### src/rtl/llki_reg_responder.sv
// Register responder behind the TL-UL register adapter: byte-maskable register bank with
// read-only hardware-status lanes, acknowledged after a fixed number of wait states.
module llki_reg_responder #(
    parameter int unsigned         RegAw      = 8,
    parameter int unsigned         RegDw      = 32,
    parameter int unsigned         NumRegs    = 16,
    parameter int unsigned         AckLatency = 1,
    parameter logic [NumRegs-1:0]  RoMask     = '0
) (
    input  logic                       clk_i,
    input  logic                       rst_ni,
    input  logic                       re_i,
    input  logic                       we_i,
    input  logic [RegAw-1:0]           addr_i,
    input  logic [RegDw-1:0]           wdata_i,
    input  logic [RegDw/8-1:0]         be_i,
    output logic [RegDw-1:0]           rdata_o,
    output logic                       ack_o,
    output logic                       error_o,
    input  logic                       lock_i,
    input  logic [NumRegs*RegDw-1:0]   hw_status_i,
    output logic [NumRegs*RegDw-1:0]   regs_o,
    output logic                       busy_o,
    output logic                       proto_err_o
);
    localparam int unsigned IdxW     = RegAw - 2;
    localparam int unsigned NumBytes = RegDw / 8;

    logic [NumRegs-1:0][RegDw-1:0] regs_q;
    logic [IdxW-1:0]               req_idx;
    logic                          req_any, req_both, dec_err, req_ro, wr_err, req_err;
    logic                          ready, wr_commit, pe_set, proto_err_q;

    function automatic logic [RegDw-1:0] read_lane(input logic [IdxW-1:0]             idx,
                                                   input logic [NumRegs-1:0][RegDw-1:0] regs,
                                                   input logic [NumRegs*RegDw-1:0]      hw);
        logic [RegDw-1:0] val;
        val = '0;
        for (int i = 0; i < NumRegs; i++) begin
            if (idx == IdxW'(i)) val = RoMask[i] ? hw[i*RegDw +: RegDw] : regs[i];
        end
        return val;
    endfunction

    assign req_idx  = addr_i[RegAw-1:2];
    assign req_any  = re_i | we_i;
    assign req_both = re_i & we_i;
    assign dec_err  = (addr_i[1:0] != 2'b00) || (32'(req_idx) >= NumRegs);

    always_comb begin
        req_ro = 1'b0;
        for (int i = 0; i < NumRegs; i++) begin
            if (req_idx == IdxW'(i)) req_ro = RoMask[i];
        end
    end

    assign wr_err  = dec_err | req_ro | lock_i | (be_i == '0);
    // Simultaneous read+write is answered as a failed read.
    assign req_err = req_both | (re_i ? dec_err : wr_err);

    assign wr_commit = req_any & ready & we_i & ~re_i & ~wr_err;
    assign pe_set    = req_both | (req_any & ~ready);

    always_ff @(posedge clk_i or negedge rst_ni) begin
        if (!rst_ni) begin
            regs_q <= '0;
        end else if (wr_commit) begin
            for (int i = 0; i < NumRegs; i++) begin
                if (req_idx == IdxW'(i)) begin
                    for (int b = 0; b < NumBytes; b++) begin
                        if (be_i[b]) regs_q[i][b*8 +: 8] <= wdata_i[b*8 +: 8];
                    end
                end
            end
        end
    end

    always_ff @(posedge clk_i or negedge rst_ni) begin
        if (!rst_ni)     proto_err_q <= 1'b0;
        else if (pe_set) proto_err_q <= 1'b1;
    end

    assign proto_err_o = proto_err_q;

    for (genvar i = 0; i < NumRegs; i++) begin : g_regs_o
        assign regs_o[i*RegDw +: RegDw] = RoMask[i] ? '0 : regs_q[i];
    end

    if (AckLatency == 0) begin : g_comb
        assign ready   = 1'b1;
        assign busy_o  = 1'b0;
        assign ack_o   = req_any;
        assign error_o = req_any & req_err;
        assign rdata_o = (re_i & ~req_err) ? read_lane(req_idx, regs_q, hw_status_i) : '0;
    end else begin : g_fsm
        typedef enum logic [1:0] {
            IDLE = 2'd0,
            WAIT = 2'd1,
            ACK  = 2'd2
        } state_e;

        // WAIT is skipped entirely for a one-cycle latency.
        localparam logic [3:0] CntLoad = (AckLatency >= 2) ? 4'(AckLatency - 2) : 4'd0;

        state_e          state_q, state_d;
        logic [3:0]      cnt_q, cnt_d;
        logic [IdxW-1:0] idx_q, idx_d;
        logic            rd_q, rd_d, err_q, err_d;

        always_ff @(posedge clk_i or negedge rst_ni) begin
            if (!rst_ni) begin
                state_q <= IDLE;
                cnt_q   <= '0;
                idx_q   <= '0;
                rd_q    <= 1'b0;
                err_q   <= 1'b0;
            end else begin
                state_q <= state_d;
                cnt_q   <= cnt_d;
                idx_q   <= idx_d;
                rd_q    <= rd_d;
                err_q   <= err_d;
            end
        end

        always_comb begin
            state_d = state_q;
            cnt_d   = cnt_q;
            idx_d   = idx_q;
            rd_d    = rd_q;
            err_d   = err_q;
            unique case (state_q)
                IDLE: begin
                    if (req_any) begin
                        idx_d   = req_idx;
                        rd_d    = re_i;
                        err_d   = req_err;
                        cnt_d   = CntLoad;
                        state_d = (AckLatency == 1) ? ACK : WAIT;
                    end
                end
                WAIT: begin
                    if (cnt_q == 4'd0) state_d = ACK;
                    else               cnt_d   = cnt_q - 4'd1;
                end
                ACK:     state_d = IDLE;
                default: state_d = IDLE;
            endcase
        end

        assign ready   = (state_q == IDLE);
        assign busy_o  = (state_q != IDLE);
        assign ack_o   = (state_q == ACK);
        assign error_o = ack_o & err_q;
        // Status lanes are sampled in the ack cycle, not when the request was taken.
        assign rdata_o = (ack_o & rd_q & ~err_q) ? read_lane(idx_q, regs_q, hw_status_i) : '0;
    end
endmodule

### config.mk
export PLATFORM = sky130hd
export DESIGN_NAME = llki_reg_responder
export DESIGN_NICKNAME = d
export VERILOG_FILES = /design/src/rtl/llki_reg_responder.sv
export SDC_FILE = /design/constraint.sdc
export NUM_CORES = 1
export LEC_CHECK = 0
export CAP_MARGIN = 40
export CORE_AREA = 3 3 428 430
export DETAILED_ROUTE_END_ITERATION = 7
export DIE_AREA = 0 0 431 433
export GPL_TIMING_DRIVEN = 1
export SLEW_MARGIN = 20
export SYNTH_ARGS = -nofsm -noshare
export SYNTH_HDL_FRONTEND = slang
export SYNTH_SLANG_ARGS = --single-unit
### constraint.sdc
create_clock -name clk_i -period 2.4 [get_ports clk_i]
set_clock_uncertainty 0.2 [all_clocks]
set_input_delay 0.36 -clock clk_i [delete_from_list [all_inputs] [get_ports clk_i]]
set_output_delay 0.36 -clock clk_i [all_outputs]
set_load 0.01 [all_outputs]
# ---- Word-level counts from Yosys, hierarchy flattened
# Cells that the tools add are included.
dict set report totals {
  reg_bits 527
  out_inout_bits 548
  inputBits 561
  wordCells 225
}
dict set report op_classes {
  n_reduce_logical 76
  magnitude_cmp 1
  mux 24
  eq_ne 35
  bitwise_logic 18
  addsub 1
}
# cell count
set ops {}
lappend ops {{32-bit 2-to-1 mux} 17}
lappend ops {{3-bit AND reduction} 65}
lappend ops {{6-bit by 4-bit equality test with 1-bit output (second input constant)} 16}
lappend ops {{6-bit by 3-bit equality test with 1-bit output (second input constant)} 8}
lappend ops {{6-bit by 2-bit equality test with 1-bit output (second input constant)} 4}
lappend ops {{6-bit by 1-bit equality test with 1-bit output (second input constant)} 2}
lappend ops {{6-bit zero test} 2}
lappend ops {{1-bit AND} 9}
lappend ops {{4-bit zero test} 2}
lappend ops {{4-bit 2-to-1 mux} 2}
lappend ops {{4-bit case mux with 2 select lines} 1}
lappend ops {{6-bit by 5-bit >= comparator with 1-bit output (second input constant)} 1}
lappend ops {{2-bit inequality test (second input constant)} 3}
lappend ops {{2-bit nonzero test} 3}
lappend ops {{1-bit bitwise OR} 5}
lappend ops {{2-bit 2-to-1 mux} 2}
lappend ops {{1-bit inverter} 4}
lappend ops {{2-bit case mux with 2 select lines} 1}
lappend ops {{2-bit AND reduction} 2}
lappend ops {{4-bit by 1-bit subtractor with 4-bit output (second input constant)} 1}
lappend ops {{2-bit by 1-bit equality test with 1-bit output (second input constant)} 1}
lappend ops {{2-bit equality test (second input constant)} 1}
lappend ops {{2-bit zero test} 1}
lappend ops {{1-bit logical OR} 1}
lappend ops {{1-bit 2-to-1 mux} 1}

# ---- Longest topological paths before layout
dict set report logic_depth {
  depth_word 18
  mapped_depth 11
  ltp_nobuf 6
}

# ---- Worst setup path before layout
# No wires, ideal clock.
dict set report synth_path {
  path_kind {flip-flop to output port}
  startpoint {reg g_fsm.idx_q[3]}
  endpoint {out rdata_o[0]}
  path_buffers 2
  path_stages_with_launch 8
  t_required_ns 1.840
  slack_ns -0.158
  t_arrival_ns 1.998
  cell_sequence {dfrtp_1 -> buf_6 -> or4b_4 -> buf_6 -> nor2_2 -> a22o_1 -> nor3_1 -> o32ai_1}
}
dict set report synth_via {
  elab_chain_len 18
  elab_cells_between_ends 33
  classes_between {15 x eq/ne; 17 x mux; 1 x reduce/logical}
}
# item line_no
set synth_lines {}
lappend synth_lines {{start, declared} 107} ;# logic [IdxW-1:0] idx_q, idx_d;
lappend synth_lines {{start signal, assigned} 120} ;# idx_q <= idx_d;
lappend synth_lines {{6-bit zero test} 40} ;# if (idx == IdxW'(i)) val = RoMask[i] ? hw[i*RegDw +: RegDw] : regs[i];
lappend synth_lines {{32-bit 2-to-1 mux (15 in a row)} 40}
lappend synth_lines {{32-bit 2-to-1 mux (*)} 40}
lappend synth_lines {{32-bit 2-to-1 mux (*)} 156} ;# assign rdata_o = (ack_o & rd_q & ~err_q) ? read_lane(idx_q, regs_q, hw_status_i) : '0;
lappend synth_lines {{end, declared} 17} ;# output logic [RegDw-1:0] rdata_o,
# Mark *: on every way between the ends. The rest lies on a longest branch, timed or not.

# ---- Worst setup path after layout
dict set report layout_path {
  startpoint {reg g_fsm.idx_q[3]}
  endpoint {out rdata_o[20]}
}
# Same word-level chain as after synthesis.

==> results.tsv <==
metric	value	unit
setup.worst_path.end_class	output port	
cp.required	1840	ps
drc	0	
combinationalPowerShare	18.5	%
synthArstFlopShare	100.0	%
yosys_warnings	0	
fin_ws	-1503	ps
hold_viol_final	0	
clock_latency	670	ps
synth.avg_cell_area	13.25	µm²
setup_viol	398	
cap_violations	0	
rsz0062_at_grt	yes	
clk_pin_slew	70	ps
p_seq_share	37.1	%
finalNetCount	3737	
viasPerCell	4.242	
start_util	13.89	%
vdd_ir_drop_max	0.5702	mV
cts_root_buffer	clkbuf_16	
port_buffers	596	
wirelength	175.9	mm
final.period_utilization	162.6	%
synth_edf_count	0	
hold_path_class	in2reg	
dpl_worst_slack	-1412	ps
synth_cells	1889	
cts_buffers	69	
grt_util_all_layers	17.70	%
switching_power	7.085	mW
place_hpwl	139.9	mm
globalRouteOverflowTotal	0	
p_int	16.89	mW
detail-route-antenna-nets	0	
switching_share	29.55	%
die_h	433	µm
numClockSinks	522	
cts_buffer_depth	3	
power_frac_clock	44.4	%
nFillCells	18621	
synth_area	25030	µm²
core	180200	µm²
crit_arrival	3340	ps
grt_pass1_wl	224.0	mm
drt_first_pass_iters	6	
area_growth	86.90	%
dr.first_iter.drc_count	2234	
cellPowerDensity	512.4	nW/µm²
cts_tree	done	
slew_violations	0	
status	finished, violations left	
yosysSeqAreaShare	52.18	%
worst-path-max-fanout	4	
dieArea	186600	µm²
rows	156	
tightest_slew	894.1	ps
yosysUniqueCellTypes	69	
num_vias	23782	
synth-main-ff-cell	dfrtp_1	
ys_ff_latch	522	
startpoint_type	flop	
antenna_found_initial	17	
grt_pass1_vias	23513	
p_leak	22.02	nW
grt_max_degree	75	
syn-num-nets	2450	
die_w	431	µm
fin_total_pwr	23.97	mW
drive_above_1_share	53.25	%
htreeDepth	3	
io_pins	1109	
period_needed	3903	ps
wire_per_inst	31.38	µm
worst_slew_margin_rel	40.20	%
violations	negative setup slack	
max_freq	256.2	MHz
critical_path_class	reg2out	
gp_congestion	0.9309	
-- timing repair --
action                                 4_1_cts  5_1_grt
hold buffers                                 3        0
pin swaps                                   88      138
endpoints found under the hold margin      369        0
gates cloned                                 2        5
setup endpoints to repair                  626      581
gates resized for setup                    372      749
setup buffers                               46       78
-- worst max-delay path: stages, from the launching register on --
cell and delay, ps:
dfrtp_2 440, or4b_4 610, buf_12 160, nor2_4 140
buf_12 120, buf_12 120, a222oi_1 70, buf_4 160
a31oi_4 250, o221ai_2 130, a21oi_2 240, buf_12 170
-- stage by stage --
stage / hold slack [ps] / util, % / setup TNS [ps] / instance area (µm²) / instances
floorplan: -135.6 / - / -610.1 / 25160 / 1889
global placement: 143.3 / 21.82 / -314540 / 39320 / 5357
detailed placement: 135.0 / 21.82 / -336290 / 39320 / 5357
CTS: 156.6 / 23.98 / -66680 / 43210 / 5524
global route: 153.0 / 25.97 / -88870 / 46780 / 5606
finish: 170.5 / 25.97 / -62060 / 46780 / 5606
-- logic make-up (layout without fill, tap and decap cells) --
group | after synthesis | after routing | synth area share [%]
flip-flops | 522 | 522 | 52.18
other | 0 | 10 | 0
buffers and inverters | 123 | 1460 | 2.499
AO/OA/AOI/OAI | 345 | 345 | 9.132
multiplexers | 573 | 573 | 26.97
AND/OR/NAND/NOR | 326 | 326 | 9.217
-- registers in the layout (all words and copies together) (netlist names) --
name,count
g_fsm.rd_q,1
g_fsm.idx_q,6
proto_err_o,1
g_fsm.err_q,1
g_fsm.state_q,1
regs_o,512
-- synthesized netlist by cell type, types with 11 or more instances --
master    instances  area [µm²]
dfrtp_1         522       13060
nor2b_1          17       106.4
o21ai_0          85       425.4
o221ai_1         15       131.4
a211oi_1         15       112.6
mux2_1           56       630.6
o22ai_1          35       219.0
a22oi_1          27       202.7
a21oi_1          62       310.3
nand2_1          93       349.1
clkbuf_1         57       214.0
buf_2            35       175.2
nor2_2           27       168.9
o211ai_1         11       82.58
mux2i_1          23       230.2
mux2_2          465        5236
a222oi_1         12       120.1
nor2_8           41       820.8
mux4_2           29       653.1
nor3_1           21       105.1
nand3_1          20       100.1
nor2_1           58       217.7
-- layer usage --
layer  vias up  routed length [µm]  track usage, %
li1       9638                   -               -
met1     12432               74570           23.38
met2      1397               74370           26.12
met3       313               17330           5.804
met4         2                9613           7.958
met5         -                   7               0
-- worst paths after layout --
path / startpoint / end / slack (ps) / cells after the start
hold / removal: wdata_i[17] / regs_o[113] / 170 / 2
hold reg to reg: proto_err_o / proto_err_o / 330 / 1
min in group asynchronous: rst_ni / regs_o[107] / 560 / 3
max in group asynchronous: rst_ni / regs_o[460] / 510 / 4
setup reg to reg: g_fsm.state_q[1] / regs_o[321] / -130 / 8
setup / recovery: g_fsm.idx_q[3] / rdata_o[20] / -1500 / 11
-- cells in the final DEF, fill, tap and decap left out, types with 12 or more instances in the layout --
cell             count
mux2_2              30
nor2b_1             14
clkdlybuf4s50_1    480
a21oi_2             17
buf_4              509
mux2_4             491
nand2_1             80
buf_6               95
buf_2               14
nor2_4              41
dlymetal6s2s_1      50
clkbuf_16           76
a222oi_1            12
nand3_1             13
dlygate4sd2_1       17
o21ai_0             53
mux4_2              29
o22ai_1             23
buf_8               22
clkbuf_1            16
nor2_8              41
a21oi_1             40
mux2i_1             21
o21ai_1             16
dfrtp_1            505
nor2_1              45
a22oi_1             19
o21ai_2             17
buf_12             123
dfrtp_2             15
-- power by group through the flow --
stage | Combinational, mW | Clock [mW] | Sequential (mW)
2_1_floorplan | 1.17 | 0 | 9.03
3_3_place_gp | 3.31 | 0 | 9.05
3_5_place_dp | 3.31 | 0 | 9.05
4_1_cts | 3.84 | 10.9 | 8.89
5_1_grt | 4.58 | 11.2 | 8.90
6_report | 4.42 | 10.7 | 8.90
-- final cells by class --
type / instances / area, µm² / share of cell area, %
Multi-Input combinational cell: 1244 / 14660 / 31.34
Timing Repair Buffer: 1329 / 13730 / 29.35
Sequential cell: 522 / 13090 / 27.98
Tap cell: 2370 / 2965 / 6.338
Clock buffer: 95 / 1947 / 4.161
Clock inverter: 26 / 329.1 / 0.7034
Inverter: 10 / 37.54 / 0.08023
Antenna cell: 10 / 25.02 / 0.05349
No activity file was read; power rests on OpenSTA's default activity.
